## config.mk

```make
export PLATFORM = sky130hd
export DESIGN_NAME = i2c_slave_reg_port
export DESIGN_NICKNAME = d
export VERILOG_FILES = /design/src/rtl/i2c_slave_reg_port.sv
export SDC_FILE = /design/constraint.sdc
export NUM_CORES = 1
export LEC_CHECK = 0
export CAP_MARGIN = 20
export CELL_PAD_IN_SITES_DETAIL_PLACEMENT = 1
export CELL_PAD_IN_SITES_GLOBAL_PLACEMENT = 2
export CORE_MARGIN = 1
export CORE_UTILIZATION = 37
export CTS_BUF_LIST = sky130_fd_sc_hd__clkbuf_4
export DETAILED_ROUTE_END_ITERATION = 8
export GPL_TIMING_DRIVEN = 0
export PLACE_DENSITY = 0.91
export SYNTH_ARGS = -nofsm -noshare
export SYNTH_HDL_FRONTEND = slang
export SYNTH_SLANG_ARGS = --single-unit
```

## constraint.sdc

```tcl
create_clock -name ifclk -period 4.6 [get_ports ifclk]
set_input_delay 0.92 -clock ifclk [delete_from_list [all_inputs] [get_ports ifclk]]
set_output_delay 0.92 -clock ifclk [all_outputs]
set_load 0.05 [all_outputs]
```

## src/rtl/i2c_slave_reg_port.sv

```systemverilog
// I2C responder exposing a local register file: START/STOP decode, 7-bit chip
// address match, big-endian register pointer, auto-incrementing word access.
module i2c_slave_reg_port #(
  parameter int NUM_ADDR_BYTES = 2,
  parameter int NUM_DATA_BYTES = 1,
  localparam int AW = (NUM_ADDR_BYTES == 0) ? 1 : 8*NUM_ADDR_BYTES,
  localparam int DW = 8*NUM_DATA_BYTES
) (
  input  logic          ifclk,
  input  logic          resetb,
  input  logic [6:0]    chip_addr,
  input  logic          sda_in,
  input  logic          scl_in,
  output logic          sda_out,
  output logic          sda_oeb,
  output logic [AW-1:0] reg_addr,
  output logic [DW-1:0] reg_datao,
  output logic          reg_we,
  output logic          reg_re,
  input  logic [DW-1:0] reg_datai,
  output logic          busy
);

  typedef enum logic [3:0] {
    IDLE, ADDR, ADDR_ACK, RADDR, RADDR_ACK, WDATA, WDATA_ACK, RDATA, RDATA_ACK, IGNORE
  } st_t;

  st_t           st;
  logic [1:0]    scl_s, sda_s;
  logic          scl_d, sda_d;
  logic          scl_rise, scl_fall, start, stop;
  logic [6:0]    sr;
  logic [7:0]    byte_in;
  logic [2:0]    bit_cnt, abyte_cnt, dbyte_cnt;
  logic [1:0]    ph;
  logic          rw, rd_pend;
  logic [AW-1:0] addr_sh;
  logic [DW-1:0] wsh, tx;

  assign sda_out  = 1'b0;
  assign scl_rise = scl_s[1] & ~scl_d;
  assign scl_fall = ~scl_s[1] & scl_d;
  assign start    = scl_s[1] & scl_d & sda_d & ~sda_s[1];
  assign stop     = scl_s[1] & scl_d & ~sda_d & sda_s[1];
  assign byte_in  = {sr, sda_s[1]};

  // Pad synchronizers plus one delayed copy for edge detection (idle bus is high).
  always_ff @(posedge ifclk or negedge resetb) begin
    if (!resetb) begin
      scl_s <= 2'b11; sda_s <= 2'b11; scl_d <= 1'b1; sda_d <= 1'b1;
    end else begin
      scl_s <= {scl_s[0], scl_in};
      sda_s <= {sda_s[0], sda_in};
      scl_d <= scl_s[1];
      sda_d <= sda_s[1];
    end
  end

  // Protocol FSM: bits sampled on SCL rise, SDA only changed on SCL fall.
  // ph sequences the ACK slot: drive/release on falls, master ACK on a rise.
  always_ff @(posedge ifclk or negedge resetb) begin
    if (!resetb) begin
      st <= IDLE; sda_oeb <= 1'b1; reg_we <= 1'b0; reg_re <= 1'b0;
      reg_addr <= '0; reg_datao <= '0; busy <= 1'b0;
      sr <= '0; bit_cnt <= '0; abyte_cnt <= '0; dbyte_cnt <= '0; ph <= '0;
      rw <= 1'b0; rd_pend <= 1'b0; addr_sh <= '0; wsh <= '0; tx <= '0;
    end else begin
      reg_we  <= 1'b0;
      reg_re  <= 1'b0;
      rd_pend <= reg_re;
      // pointer advances the cycle after a write strobe
      if (reg_we) reg_addr <= reg_addr + AW'(1);
      if (stop) begin
        st <= IDLE; busy <= 1'b0; sda_oeb <= 1'b1;
      end else if (start) begin
        st <= ADDR; bit_cnt <= '0; ph <= '0; sda_oeb <= 1'b1;
      end else begin
        case (st)
          ADDR: if (scl_rise) begin
            sr <= byte_in[6:0]; bit_cnt <= bit_cnt + 3'd1;
            if (bit_cnt == 3'd7) begin
              if (byte_in[7:1] == chip_addr) begin
                st <= ADDR_ACK; busy <= 1'b1; rw <= byte_in[0]; ph <= '0;
              end else begin
                st <= IGNORE; busy <= 1'b0;
              end
            end
          end
          ADDR_ACK: if (scl_fall) begin
            if (ph == 2'd0) begin
              sda_oeb <= 1'b0; ph <= 2'd1;
              if (rw) reg_re <= 1'b1;
            end else begin
              ph <= '0; bit_cnt <= '0; abyte_cnt <= '0; dbyte_cnt <= '0;
              if (rw) begin
                st <= RDATA; sda_oeb <= tx[DW-1]; tx <= tx << 1;
              end else begin
                sda_oeb <= 1'b1;
                st <= (NUM_ADDR_BYTES == 0) ? WDATA : RADDR;
              end
            end
          end
          RADDR: if (scl_rise) begin
            sr <= byte_in[6:0]; bit_cnt <= bit_cnt + 3'd1;
            if (bit_cnt == 3'd7) begin
              addr_sh <= AW'({addr_sh, byte_in});
              abyte_cnt <= abyte_cnt + 3'd1;
              st <= RADDR_ACK; ph <= '0;
              if (abyte_cnt == 3'(NUM_ADDR_BYTES-1)) reg_addr <= AW'({addr_sh, byte_in});
            end
          end
          RADDR_ACK: if (scl_fall) begin
            if (ph == 2'd0) begin
              sda_oeb <= 1'b0; ph <= 2'd1;
            end else begin
              sda_oeb <= 1'b1; ph <= '0; bit_cnt <= '0;
              st <= (abyte_cnt == 3'(NUM_ADDR_BYTES)) ? WDATA : RADDR;
            end
          end
          WDATA: if (scl_rise) begin
            sr <= byte_in[6:0]; bit_cnt <= bit_cnt + 3'd1;
            if (bit_cnt == 3'd7) begin
              wsh <= DW'({wsh, byte_in});
              st <= WDATA_ACK; ph <= '0;
              if (dbyte_cnt == 3'(NUM_DATA_BYTES-1)) begin
                reg_datao <= DW'({wsh, byte_in}); reg_we <= 1'b1; dbyte_cnt <= '0;
              end else begin
                dbyte_cnt <= dbyte_cnt + 3'd1;
              end
            end
          end
          WDATA_ACK: if (scl_fall) begin
            if (ph == 2'd0) begin
              sda_oeb <= 1'b0; ph <= 2'd1;
            end else begin
              sda_oeb <= 1'b1; ph <= '0; bit_cnt <= '0; st <= WDATA;
            end
          end
          RDATA: begin
            if (scl_rise) begin
              bit_cnt <= bit_cnt + 3'd1;
              if (bit_cnt == 3'd7) begin st <= RDATA_ACK; ph <= '0; end
            end
            if (scl_fall) begin sda_oeb <= tx[DW-1]; tx <= tx << 1; end
          end
          RDATA_ACK: begin
            if (scl_fall) begin
              if (ph == 2'd0) begin
                sda_oeb <= 1'b1; ph <= 2'd1;
              end else if (ph == 2'd2) begin
                st <= RDATA; bit_cnt <= '0; sda_oeb <= tx[DW-1]; tx <= tx << 1;
              end
            end
            if (scl_rise && ph == 2'd1) begin
              if (sda_s[1]) begin
                st <= IGNORE;
              end else begin
                ph <= 2'd2;
                if (dbyte_cnt == 3'(NUM_DATA_BYTES-1)) begin
                  dbyte_cnt <= '0; reg_addr <= reg_addr + AW'(1); reg_re <= 1'b1;
                end else begin
                  dbyte_cnt <= dbyte_cnt + 3'd1;
                end
              end
            end
          end
          default: ;
        endcase
      end
      // read word arrives the cycle after the strobe
      if (rd_pend) tx <= reg_datai;
    end
  end

endmodule

```

==> flow_summary.ini, run 1 <==
[logic_synthesis]
synthAdderAreaFrac = 0.0260
synth_top_family_by_area = simple AND/OR/NAND/NOR gates
yosys.cell_types.count = 73
yosys_warnings = 0
synthArstFlopShare = 1.00
synthFlopType = dfrtp_1
ys_seq_area_frac = 0.440
synth-seq-cells = 74
synth_edf_count = 0
synth_cells = 419
yosys.area_share.simple = 0.182
synth-compound-area-share = 0.170
syn_avg_cell_area_um2 = 10.1
syn-num-nets = 446
synthXorXnorAreaFrac = 0.0597
synthMuxAreaShare = 0.0783
syn_area_mm2 = 0.00423

[grt]
track_usage = 0.211
antenna_found_initial = 0
grt_max_degree = 51
grt_pass1_vias = 3646
overflow = 0
grt_first_pass_wirelength_um = 19100

[route]
drcViolationCount = 0
vias_per_cell = 5.62
drt-met1-wl_um = 5380
drtAntennaViolNets = 0
drt_first_iter_violations = 228
wirelength_um = 11500
vias = 3498
firstDrtPassIters = 4
wl_met2_um = 5600
maxUsedRoutingLayer = met4
wl_per_cell_um = 18.5
wl_met3_um = 346

[clock_tree]
postCtsHoldBufs = 0
post_cts_buffers = 0
cts_buffers = 9
clockBufferDepth = 2
clock_sinks = 74
cts_max_level = 3
tritoncts = done
clockRootBuffer = clkbuf_4
ctsResizeCount = 0
clk_pin_slew_worst_paths_ns = 0.15
clock_latency_ns = 0.44

[run]
drv_cap = 0

[worst_setup_path]
cp_top_family = buffers and inverters
cp_max_fo = 7
r2r_slack_ns = 2.20
cp.required_ns = 3.68
critical_path_arrival_ns = 1.80
critPathBufInv = 1
crit_path_end_kind = output port
worst_path_max_delay_cell = clkdlybuf4s50_1
worstSetupStartpointType = flip-flop
path_cells = clkdlybuf4s50_1
r2r_start = st[0]
critPathMaxStageDelay_ns = 0.85
critical_path_class = reg2out
r2r_end = reg_addr[2]
reg2reg_depth = 7

[floorplan]
dieArea_mm2 = 0.0119
start_util = 0.385
boundaryPins = 48
die_w_um = 109
die_y_um = 109
rows = 38
coreArea_mm2 = 0.0110

[sta]
rsz0062_at_grt = false
setup_violations = 0
tightest_slew_ns = 0.889
clock_skew_ns = 0.0195
slew_headroom = 0.399
final-hold-violation-count = 0
setup_tns_ns = 0
drv_slew = 0
max_freq_mhz = 368
final.min_clock_period_ns = 2.72
fin_crit_sh = 0.591

[placement]
port_buffers = 46
place_congestion = 0.879
dp.cells = 606
hpwl_um = 8590

[power]
p_per_area_mw_per_mm2 = 364
leakage_nw = 2.05
ir_worst_vdd_v = 0.000174

[final_layout]
fin_cells = 622
nets = 504
final_cell_mix = dfrtp_1, clkdlybuf4s50_1, nand2_1
diodes = 0
final_layout_size_suffix_gt1_frac = 0.168
layout_commonest_cell = dfrtp_1
area_delta_synth_final_pct = 19.5
nFillCells = 1251

[min_path]
hold-path-endpoint = scl_s[1]
hp-class = reg2reg
min_from = scl_s[0]
whs_path_depth = 0

[status]
status = finished, final reports clean
worst max-delay path by stage:
stage               slack, ns           end          from  cells after the start
CTS                      1.86  reg_addr[10]  reg_addr[10]                      1
global route             1.81   reg_addr[9]   reg_addr[9]                      1
floorplan                2.55  reg_addr[14]   reg_addr[3]                      6
detailed placement       1.92            rw  chip_addr[3]                      5
finish                   1.88  reg_addr[10]  reg_addr[10]                      1
global placement         0.02   reg_addr[4]        resetb                      1
stage by stage:
stage | instance area, um2 | utilization | setup slack, ns | hold slack, ns | power, mW
after global routing | 5060 | 0.461 | 1.81 | 0.375 | 1.95
after CTS | 5060 | 0.461 | 1.86 | 0.367 | 1.86
final | 5060 | 0.461 | 1.88 | 0.366 | 1.84
after global placement | 4870 | 0.443 | 0.0197 | 0.345 | 1.33
after detailed placement | 4890 | 0.446 | 1.92 | 0.348 | 1.37
after floorplan | 4230 | - | 2.55 | 0.345 | 1.19
metal layers:
metal | GRT usage | vias to the layer above
met5 | 0 | -
li1 | - | 1641
met4 | 0.0714 | 0
met2 | 0.335 | 61
met1 | 0.294 | 1781
met3 | 0.0317 | 15
synthesized netlist by cell type (3+ instances only):
library cell	n	area share
a21o_1	3	0.0053
nand2b_1	5	0.0074
a41oi_1	3	0.0062
dfrtp_1	67	0.40
a21oi_1	16	0.019
nand3_1	9	0.011
nor4_1	4	0.0059
o22ai_1	6	0.0089
mux2_2	21	0.056
xor2_1	8	0.017
nand4_1	8	0.012
nor2_1	25	0.022
o31ai_1	3	0.0053
or2_2	5	0.0074
buf_2	7	0.0083
a22o_1	7	0.014
clkbuf_1	9	0.0080
dfstp_2	7	0.043
buf_4	8	0.014
a31oi_1	4	0.0059
and3b_1	3	0.0062
xnor2_1	19	0.039
nor2b_1	5	0.0074
a221o_1	4	0.0095
nor3_1	7	0.0083
ha_1	8	0.024
o21ai_0	17	0.020
o21ai_1	10	0.012
nor3b_1	4	0.0071
nand2_1	38	0.034
o221ai_1	5	0.010
nand4b_1	3	0.0062
o211ai_1	5	0.0089
inv_1	12	0.011
mux2i_1	8	0.019
and3_1	3	0.0044
sequential cells by signal (all words and copies together) (netlist names), 4 cells and up:
name,flops
sr,7
tx,8
reg_addr,16
reg_datao,8
addr_sh,8
st,4
final cells by class:
type | instances | area [um2] | share of cell area
multi-input combinational | 308 | 2190 | 0.432
sequential | 74 | 1860 | 0.368
timing repair buffer | 47 | 485 | 0.0959
tap | 140 | 175 | 0.0346
buffer | 25 | 140 | 0.0277
clock inverter | 7 | 98.8 | 0.0195
clock buffer | 9 | 67.6 | 0.0134
inverter | 12 | 45.0 | 0.00890
kinds of logic after synthesis:
family | Yosys count
buf+inv | 37
compound gates | 102
flops | 74
mux | 30
simple gates | 138
fa+ha+maj | 9
other cells | 1
xor+xnor | 28
where the power goes:
group          leakage (nW)  total [mW]  switching, mW  internal [mW]
Sequential            0.955       0.808         0.0857          0.723
Combinational          1.01       0.550          0.312          0.238
Clock                0.0885       0.486          0.261          0.224
Total                  2.05        1.84          0.659           1.19
Power figures use the tool's default switching activity.
==> inputs of run 2 (changes only) <==
--- a/config.mk
+++ b/config.mk
@@ -9,11 +9,11 @@
 export CELL_PAD_IN_SITES_DETAIL_PLACEMENT = 1
 export CELL_PAD_IN_SITES_GLOBAL_PLACEMENT = 2
 export CORE_MARGIN = 1
-export CORE_UTILIZATION = 37
+export CORE_UTILIZATION = 34
 export CTS_BUF_LIST = sky130_fd_sc_hd__clkbuf_4
 export DETAILED_ROUTE_END_ITERATION = 8
 export GPL_TIMING_DRIVEN = 0
-export PLACE_DENSITY = 0.91
+export PLACE_DENSITY = 0.89
 export SYNTH_ARGS = -nofsm -noshare
 export SYNTH_HDL_FRONTEND = slang
 export SYNTH_SLANG_ARGS = --single-unit
==> constraint.sdc (replaced) <==
create_clock -name ifclk -period 2.2 [get_ports ifclk]
set_input_delay 0.44 -clock ifclk [delete_from_list [all_inputs] [get_ports ifclk]]
set_output_delay 0.44 -clock ifclk [all_outputs]
set_load 0.05 [all_outputs]
==> run 2 against run 1 <==
Cell count rose by 5.9%. Cell area rose by 1.9%. Hold slack improved by 0.00054 ns. Register-to-register slack got worse by 2.2 ns. Critical path depth rose by 7. Power rose by 110%. Sequential cell count did not move. Clock power rose by 80%. Sequential share of layout area fell by 0.67 points. Critical path type is now reg2reg.
==> flow_summary.ini, run 2 (synthesis gave the netlist of run 1 again) <==
[status]
status = finished, final reports clean

[sta]
worst_slack_ns = 0.0322
setup_violations = 0
drv_slew = 0
max_freq_mhz = 461
rsz0062_at_grt = true
tightest_slew_ns = 0.919
final.min_clock_period_ns = 2.17
final-hold-violation-count = 0
holdWs_ns = 0.367
setup_tns_ns = 0
slew_headroom = 0.379
fin_crit_sh = 0.985
clock_skew_ns = 0.0187

[final_layout]
final_area_mm2 = 0.00515
layout_commonest_cell = dfrtp_1
largest_reg_flops = 16
final_util = 0.427
top_register = reg_addr
final_layout_size_suffix_gt1_frac = 0.194
final_cell_mix = dfrtp_1, nand2_1, clkdlybuf4s50_1
fin_cells = 659
nets = 512
area_delta_synth_final_pct = 21.8

[placement]
port_buffers = 46
place_congestion = 0.848
hpwl_um = 8550
post_dp_cell_area_mm2 = 0.00493
dp.cells = 634
dp_slack_ns = -0.133

[worst_setup_path]
cp.required_ns = 2.55
cp_common_cell = ha_1
r2r_start = bit_cnt[0]
critPathBufInv = 1
r2r_slack_ns = 0.03
path_cells = ha_1 -> ha_1 -> and3b_1 -> buf_6 -> nand4_1 -> a2111o_1 -> or2_0 -> o31ai_1
crit_path_end_kind = flip-flop
worst_path_max_delay_cell = a2111o_1
cp_max_fo = 10
cp_top_family = compound AO/OA/AOI/OAI gates
critPathMaxStageDelay_ns = 0.45
worstSetupStartpointType = flip-flop
reg2reg_depth = 8
critical_path_class = reg2reg
r2r_end = dbyte_cnt[2]
critical_path_arrival_ns = 2.52

[grt]
grt_first_pass_wirelength_um = 19100
grt_pass1_vias = 3613
track_usage = 0.192
antenna_found_initial = 0
overflow = 0
grt_max_degree = 54

[clock_tree]
clk_pin_slew_worst_paths_ns = 0.12
cts_buffers = 9
clockRootBuffer = clkbuf_4
clock_latency_ns = 0.45
cts_max_level = 3
clock_sinks = 74
clockBufferDepth = 2
tritoncts = done

[floorplan]
coreArea_mm2 = 0.0121
start_util = 0.351
die_w_um = 114
dieArea_mm2 = 0.0129
die_y_um = 114
boundaryPins = 48
rows = 40

[min_path]
hp-class = reg2reg
min_from = scl_s[0]
whs_path_depth = 0
hold-path-endpoint = scl_s[1]

[power]
p_per_area_mw_per_mm2 = 734
leakage_nw = 2.14
power_mw = 3.78
ir_worst_vdd_v = 0.000264

[run]
drv_cap = 0

[route]
vias_per_cell = 5.37
drtAntennaViolNets = 0
wl_per_cell_um = 17.8
firstDrtPassIters = 4
drcViolationCount = 0
wirelength_um = 11700
vias = 3538
drt_first_iter_violations = 197
## run 2: cell count changes in the layout (fill, tap and decap cells not counted), sizes merged
cell           before  now
dlygate4sd2         0   11
dlygate4sd3         0    1
bufinv              2    1
clkinv              3    2
clkdlybuf4s50      45   34
buf                18   26
clkbuf             18   19
clkinvlp            0    1
inv                14   13
diode               0    1
## run 2: worst max path at each step
stage	depth (start not counted)	end	start	slack, ns
floorplan	6	reg_addr[14]	reg_addr[3]	0.15
global placement	1	dbyte_cnt[0]	resetb	-1.90
detailed placement	7	reg_addr[13]	st[0]	-0.13
CTS	8	reg_datao[1]	bit_cnt[1]	0.02
global route	8	dbyte_cnt[2]	bit_cnt[1]	-0.12
finish	8	dbyte_cnt[2]	bit_cnt[0]	0.03
## run 2: where the power goes
group | leakage, nW | internal [mW] | switching [mW]
combinational | 1.11 | 0.549 | 0.670
clock | 0.0749 | 0.370 | 0.506
sequential | 0.955 | 1.51 | 0.176
total | 2.14 | 2.43 | 1.35
## run 2: repair_timing
action                                  CTS  global route
hold endpoints to repair                 21             0
gates resized for setup                  14             8
buffers inserted                          5             4
pin swaps                                 2             1
endpoints found under the setup margin   35            37
hold buffers                              1             0
## run 2: cell type report
| type | instances | area (um2) |
|---|---|---|
| antenna | 1 | 2.50 |
| clock inverter | 5 | 55.1 |
| multi-input combinational | 308 | 2200 |
| tap | 168 | 210 |
| buffer | 23 | 146 |
| timing repair buffer | 57 | 549 |
| fill | 1365 | 6910 |
| clock buffer | 11 | 82.6 |
| sequential | 74 | 1860 |
| inverter | 12 | 45.0 |
## run 2: metal layers
metal / GRT usage / wire length, um
met1: 0.258 / 5470
met2: 0.314 / 5650
met3: 0.0260 / 370
met4: 0.0772 / 255
met5: 0 / 0
## run 2: worst register-to-register path: stages, from the launching register on
cell and delay, ns:
dfrtp_1 0.39, ha_1 0.16, ha_1 0.14, and3b_1 0.17, buf_6 0.15, nand4_1 0.14, a2111o_1 0.45, or2_0 0.26
o31ai_1 0.20
==> inputs of run 3 (changes only) <==
--- a/config.mk
+++ b/config.mk
@@ -9,11 +9,11 @@
 export CELL_PAD_IN_SITES_DETAIL_PLACEMENT = 1
 export CELL_PAD_IN_SITES_GLOBAL_PLACEMENT = 2
 export CORE_MARGIN = 1
-export CORE_UTILIZATION = 34
+export CORE_UTILIZATION = 37
 export CTS_BUF_LIST = sky130_fd_sc_hd__clkbuf_4
 export DETAILED_ROUTE_END_ITERATION = 8
 export GPL_TIMING_DRIVEN = 0
-export PLACE_DENSITY = 0.89
+export PLACE_DENSITY = 0.91
 export SYNTH_ARGS = -nofsm -noshare
 export SYNTH_HDL_FRONTEND = slang
 export SYNTH_SLANG_ARGS = --single-unit
==> constraint.sdc (replaced) <==
create_clock -name ifclk -period 2.7 [get_ports ifclk]
set_input_delay 0.54 -clock ifclk [delete_from_list [all_inputs] [get_ports ifclk]]
set_output_delay 0.54 -clock ifclk [all_outputs]
set_load 0.05 [all_outputs]
==> results of run 3 <==
The final DEF is identical to that of run 1. Status: finished, final reports clean.
Among the figures that moved: setup slack after placement 1.92 ns -> 0.338 ns; clock-pin slew on the worst setup and hold paths 0.15 ns -> 0.14 ns; setup slack after layout 1.88 ns -> 0.298 ns; hold slack 0.366 ns -> 0.00506 ns; start point of the critical path reg_addr[10] -> st[0]; end point of the critical path reg_addr[10] -> reg_addr[2]; register-to-register setup slack 2.20 ns -> 0.30 ns; total power 1.84 mW -> 3.14 mW; worst IR drop on VDD 0.000174 V -> 0.000296 V
==> RTL edit 1, RTL diff (settings of run 3) <==
The 10 values of `st_t` get a Gray code encoding in 4 bits.
--- a/src/rtl/i2c_slave_reg_port.sv
+++ b/src/rtl/i2c_slave_reg_port.sv
@@ -24,3 +24,3 @@
   typedef enum logic [3:0] {
-    IDLE, ADDR, ADDR_ACK, RADDR, RADDR_ACK, WDATA, WDATA_ACK, RDATA, RDATA_ACK, IGNORE
+    IDLE = 4'b0000, ADDR = 4'b0001, ADDR_ACK = 4'b0011, RADDR = 4'b0010, RADDR_ACK = 4'b0110, WDATA = 4'b0111, WDATA_ACK = 4'b0101, RDATA = 4'b0100, RDATA_ACK = 4'b1100, IGNORE = 4'b1101
   } st_t;
Function: same outputs for any inputs over 4 cycles, from zero or initial values and one cycle with resetb low; so few cycles prove little.
==> RTL edit 1 against run 3 <==
The run now ends with DRC left. Cell count is 5.6% higher. Non-clock buffer count is 1 higher. Worst hold slack better by 0.35 ns. Sequential cell count stayed put. Worst setup slack worse by 0.16 ns. Cell area is 5.3% higher. First-iteration DRC count is 2.2% lower. Synthesized area is 6.0% higher. Routed wire length is 9.4% higher. Critical path depth is 2 higher. Highest routed layer unchanged.
Power is not compared: it rests on default switching activity, and its combinational part moved more than twofold at a synthesized area within 25%.
==> RTL edit 1: results (changes against run 3) <==
Total Nets Final = 536 (was 504)
Synth Flop Type = dfrtp_1 (unchanged)
status = finished, violations left (was finished, final reports clean)
Post-synth top cells = dfrtp_1 (67), nand2_1 (66), nor2_1 (22) (was dfrtp_1 (67), nand2_1 (38), nor2_1 (25))
vias = 3805 (was 3498)
vias in the first global route = 4012 (was 3646)
wire length per cell = 19.12 µm (was 18.46 µm)
R2R Path End = reg_addr[5]$_DFF_PN0_ (was reg_addr[2]$_DFF_PN0_)
ys async rst share = 100.0% (unchanged)
Setup CP Type = reg2reg (unchanged)
Pre-antenna DRT Iters = 6 (was 4)
Slew Limit Headroom = 28.57% (was 39.94%)
top cells by area, synth = dfrtp_1 (37%), nand2_1 (5.5%), dfstp_2 (4.1%), mux2_4 (3.0%), ha_1 (2.2%) (was dfrtp_1 (40%), mux2_2 (5.6%), dfstp_2 (4.3%), xnor2_1 (3.9%), nand2_1 (3.4%))
first-pass GRT wire length = 21020 µm (was 19060 µm)
largest net degree at the start of global routing = 62 (was 51)
total track usage = 21.33% (was 21.12%)
hpwl dp = 9171 µm (was 8591 µm)
syn nets = 477 (was 446)
share of cells above drive strength 1 = 16.54% (was 16.80%)
Critical path origin = bit_cnt[1]$_DFFE_PN0P_ (was st[0]$_DFFE_PN0P_)
worst reg-to-reg path cell count = 9 (was 7)
failing checks = DRC
Critical Path AT = 2.91 ns (was 2.74 ns)
Clock transition at path regs = 0.12 ns (was 0.14 ns)
Worst R2R Setup Slack = 0.14 ns (was 0.30 ns)
worst hold path type = reg2reg (was in2async)
DP Area = 0.005150 mm² (was 0.004893 mm²)
synth unique cells = 86 (was 73)
drc violations = 2 (was 0)
register area share after synthesis = 41.48% (was 43.96%)
worst-skew pair later-pin latency = 0.45 ns
DRT iter0 DRCs = 223 (was 228)
## RTL edit 1: metrics by stage
stage / instances / setup TNS, ns / worst slack (ns)
3_5_place_dp: 640 / -0.05334 / -0.04144
5_1_grt: 657 / 0 / 0.01579
3_3_place_gp: 639 / -111.23 / -1.594
4_1_cts: 657 / 0 / 0.009831
2_1_floorplan: 450 / 0 / 0.5920
6_report: 657 / 0 / 0.1353
## RTL edit 1: critical path, stage by stage, from the launching register on
cell and delay, ns:
dfrtp_1 0.38, ha_1 0.15, ha_1 0.26, and3b_1 0.20
clkbuf_1 0.34, nand2_2 0.27, nor2_4 0.28, buf_2 0.30
a21oi_1 0.07, a32o_1 0.23
## RTL edit 1: kinds of logic (layout without fill, tap and decap cells)
kind of cell    after synthesis  after routing  synth area share (%)
other cells                   1              1               0.08360
flops                        74             74                 41.48
simple gates                171            171                 21.28
xor+xnor                     13             13                 2.706
buf+inv                      36            100                 4.324
compound gates              121            121                 20.87
fa+ha+maj                     8              8                 2.232
mux                          26             26                 7.029
## RTL edit 1: how the worst min path moves through the flow
stage / cells after the start / slack [ns] / to / startpoint
final: 0 / 0.36 / scl_s[1]$_DFF_PN1_ / scl_s[0]$_DFF_PN1_
after CTS: 0 / 0.35 / scl_s[1]$_DFF_PN1_ / scl_s[0]$_DFF_PN1_
after global placement: 0 / 0.35 / scl_s[1]$_DFF_PN1_ / scl_s[0]$_DFF_PN1_
after floorplan: 0 / 0.24 / abyte_cnt[0]$_DFFE_PN0P_ / resetb
after detailed placement: 0 / 0.35 / scl_s[1]$_DFF_PN1_ / scl_s[0]$_DFF_PN1_
after global routing: 0 / 0.36 / scl_s[1]$_DFF_PN1_ / scl_s[0]$_DFF_PN1_
## RTL edit 1: layer usage
layer,share of wire (%),global-route usage (%),up-vias
li1,-,-,1801
met1,46,27.91,1906
met2,47,34.58,72
met3,3.2,3.294,26
met4,3.1,10.49,0
met5,0,0,-
## RTL edit 1: final cells by class
| class | instances | area [µm²] |
|---|---|---|
| Timing Repair Buffer | 48 | 495.5 |
| Clock buffer | 11 | 82.58 |
| Buffer | 25 | 152.6 |
| Tap cell | 143 | 178.9 |
| Multi-Input combinational cell | 340 | 2439 |
| Clock inverter | 5 | 77.57 |
| Fill cell | 1347 | 6286 |
| Inverter | 11 | 41.29 |
| Sequential cell | 74 | 1861 |
## RTL edit 1: where the power goes
| group | switching [µW] | internal, µW |
|---|---|---|
| registers | 93.8 | 1190 |
| logic | 228 | 171 |
| clock network | 415 | 396 |
## RTL edit 1: repair_timing
action / CTS / global route
endpoints found under the setup margin: 4 / 8
hold buffers: 1 / 0
pin swaps: 0 / 1
gates resized for setup: 1 / 1
cloned: 0 / 0
buffers inserted: 0 / 0
hold endpoints to repair: 6 / 0
==> RTL edit 2, RTL diff (settings of run 3) <==
Made on the original files. Change the parameter `NUM_ADDR_BYTES` from 2 to 4.
--- a/src/rtl/i2c_slave_reg_port.sv
+++ b/src/rtl/i2c_slave_reg_port.sv
@@ -3,3 +3,3 @@
 module i2c_slave_reg_port #(
-  parameter int NUM_ADDR_BYTES = 2,
+  parameter int NUM_ADDR_BYTES = 4,
   parameter int NUM_DATA_BYTES = 1,
Ports: changed (resized reg_addr); port bits go from 48 to 64. No check against the original RTL was run, so the function may have changed too.
==> RTL edit 2 against run 3 <==
Critical path depth unchanged. Largest cell class unchanged. Routed wire length increased by 82%. Synthesized area increased by 50%. Worst hold slack improved by 0.36 ns. Power increased by 38%. Worst setup slack got worse by 0.23 ns. Critical path type unchanged. Cell area increased by 48%. Synthesized cell count increased by 62%. Sequential cell count increased by 32.
==> RTL edit 2: results (changes against run 3) <==
Hold Crit Start = scl_s[0]$_DFF_PN1_
R2R Path End = reg_addr[18]$_DFF_PN0_ (was reg_addr[2]$_DFF_PN0_)
first-pass GRT wire length = 33970 µm (was 19060 µm)
Clock transition at path regs = 0.20 ns (was 0.14 ns)
P_leak = 0.003034 µW (was 0.002049 µW)
vias in the first global route = 6209 (was 3646)
I/O Buffers = 62 (was 46)
synth unique cells = 84 (was 73)
Synth Flop Type = dfrtp_1 (unchanged)
fmax = 379.7 MHz (was 416.2 MHz)
initial antenna violation count = 1 (was 0)
Slew Limit Headroom = 29.94% (was 39.94%)
Setup CP Type = reg2reg (unchanged)
worst reg-to-reg path cell count = 7 (unchanged)
Total Nets Final = 779 (was 504)
Worst R2R Setup Slack = 0.07 ns (was 0.30 ns)
ys async rst share = 100.0% (unchanged)
hpwl dp = 15160 µm (was 8591 µm)
largest net degree at the start of global routing = 65 (was 51)
TritonCTS Buffers = 9 (unchanged)
top cells by area, synth = dfrtp_1 (39%), nand2_1 (5.9%), mux2_2 (5.5%), xnor2_1 (3.3%), dfstp_2 (2.9%) (was dfrtp_1 (40%), mux2_2 (5.6%), dfstp_2 (4.3%), xnor2_1 (3.9%), nand2_1 (3.4%))
worst hold path type = reg2reg (was in2async)
Pre-antenna DRT Iters = 5 (was 4)
Max VDD drop = 0.3097 mV (was 0.2959 mV)
Post-Route Skew = 0.02212 ns (was 0.01955 ns)
status = finished, final reports clean (unchanged)
top flop regs = reg_addr (32), addr_sh (24)
Crit Path Max Fanout = 7 (was 10)
GPL Wtd Cong = 0.8753 (was 0.8788)
Hold WS = 0.3688 ns (was 0.005057 ns)
DP Area = 0.007272 mm² (was 0.004893 mm²)
hold depth = 0
DRT iter0 DRCs = 384 (was 228)
placed cells = 960 (was 606)
share of cells above drive strength 1 = 14.93% (was 16.80%)
worst-skew pair later-pin latency = 0.52 ns (was 0.44 ns)
total track usage = 24.67% (was 21.12%)
post-synthesis cell count = 677 (was 419)
final WL = 20850 µm (was 11480 µm)
# fillers = 1904 (was 1251)
Ys Warns = 0 (unchanged)
Placement Setup Slack = -0.07375 ns (was 0.3380 ns)
register area share after synthesis = 41.90% (was 43.96%)
Critical Path AT = 3.10 ns (was 2.74 ns)
non-filler instance count after layout = 978 (was 622)
H-Tree Depth = 3 (unchanged)
CTS max path bufs = 2 (unchanged)
worst hold endpoint = scl_s[1]$_DFF_PN1_
RR Startpoint = reg_addr[1]$_DFF_PN0_ (was st[0]$_DFFE_PN0P_)
routed vias/inst = 5.957 (was 5.624)
Root Buffer Master = clkbuf_4 (unchanged)
setup bufs post-CTS = 0 (unchanged)
Post-synth top cells = nand2_1 (100), dfrtp_1 (99), nor2_1 (46) (was dfrtp_1 (67), nand2_1 (38), nor2_1 (25))
syn nets = 704 (was 446)
## RTL edit 2: cell count changes in the layout (fill, tap and decap cells not counted), moves of 8 or more
cell and delta:
mux2_2 +10, o21ai_0 +19, nand3_1 +12, clkdlybuf4s50_1 +16, o21ai_1 +9, nand2_1 +61
dfrtp_1 +31, buf_2 +11, nor2_1 +21, nor3_1 +8, xor2_1 +8
## RTL edit 2: critical path, cell delays in order, from the launching register on
cell and delay (ns):
dfrtp_1 0.50, ha_1 0.30, nand3_4 0.16, nor4_1 0.92, nand2_1 0.24, o31ai_1 0.24, o21ai_1 0.09, a31oi_1 0.14
## RTL edit 2: logic make-up after synthesis
logic type | after synthesis | synth area share (%)
AO/OA/AOI/OAI | 166 | 18.60
XOR/XNOR | 40 | 5.516
adder cells (fa/ha/maj) | 8 | 1.576
buffers and inverters | 55 | 3.901
flip-flops | 106 | 41.90
multiplexers | 40 | 6.915
other | 1 | 0.05904
AND/OR/NAND/NOR | 261 | 21.53
## RTL edit 2: per-stage QoR
step / power [µW] / utilization [%]
after floorplan: 2860 / -
after global placement: 3298 / 43.55
after detailed placement: 3371 / 43.70
after CTS: 4322 / 44.72
after global routing: 4526 / 44.88
final: 4321 / 44.88
## RTL edit 2: area by class of cell
type | count | share of cell area, %
multi-input combinational | 516 | 46.38
sequential | 106 | 35.64
timing repair buffer | 64 | 8.777
tap | 220 | 3.685
buffer | 37 | 2.429
clock inverter | 7 | 1.240
clock buffer | 9 | 0.9045
inverter | 18 | 0.9045
antenna | 1 | 0.03350
## RTL edit 2: metal layers
metal / up-vias / GRT usage, % / part of all wire [%]
met3: 39 / 4.483 / 5.3
met2: 188 / 41.45 / 49
li1: 2610 / - / -
met5: - / 0 / 0
met4: 0 / 7.599 / 2.5
met1: 2989 / 32.12 / 43
## RTL edit 2: repair_timing
| action | in CTS | in global routing |
|---|---|---|
| setup endpoints to repair | 0 | 13 |
| gates resized for setup | 0 | 7 |
| hold buffers | 1 | 0 |
| endpoints found under the hold margin | 8 | 0 |
## RTL edit 2: where the power goes
part / internal (µW) / switching [µW] / total, µW
registers: 1730 / 174 / 1910
logic: 505 / 958 / 1460
clock network: 308 / 644 / 952
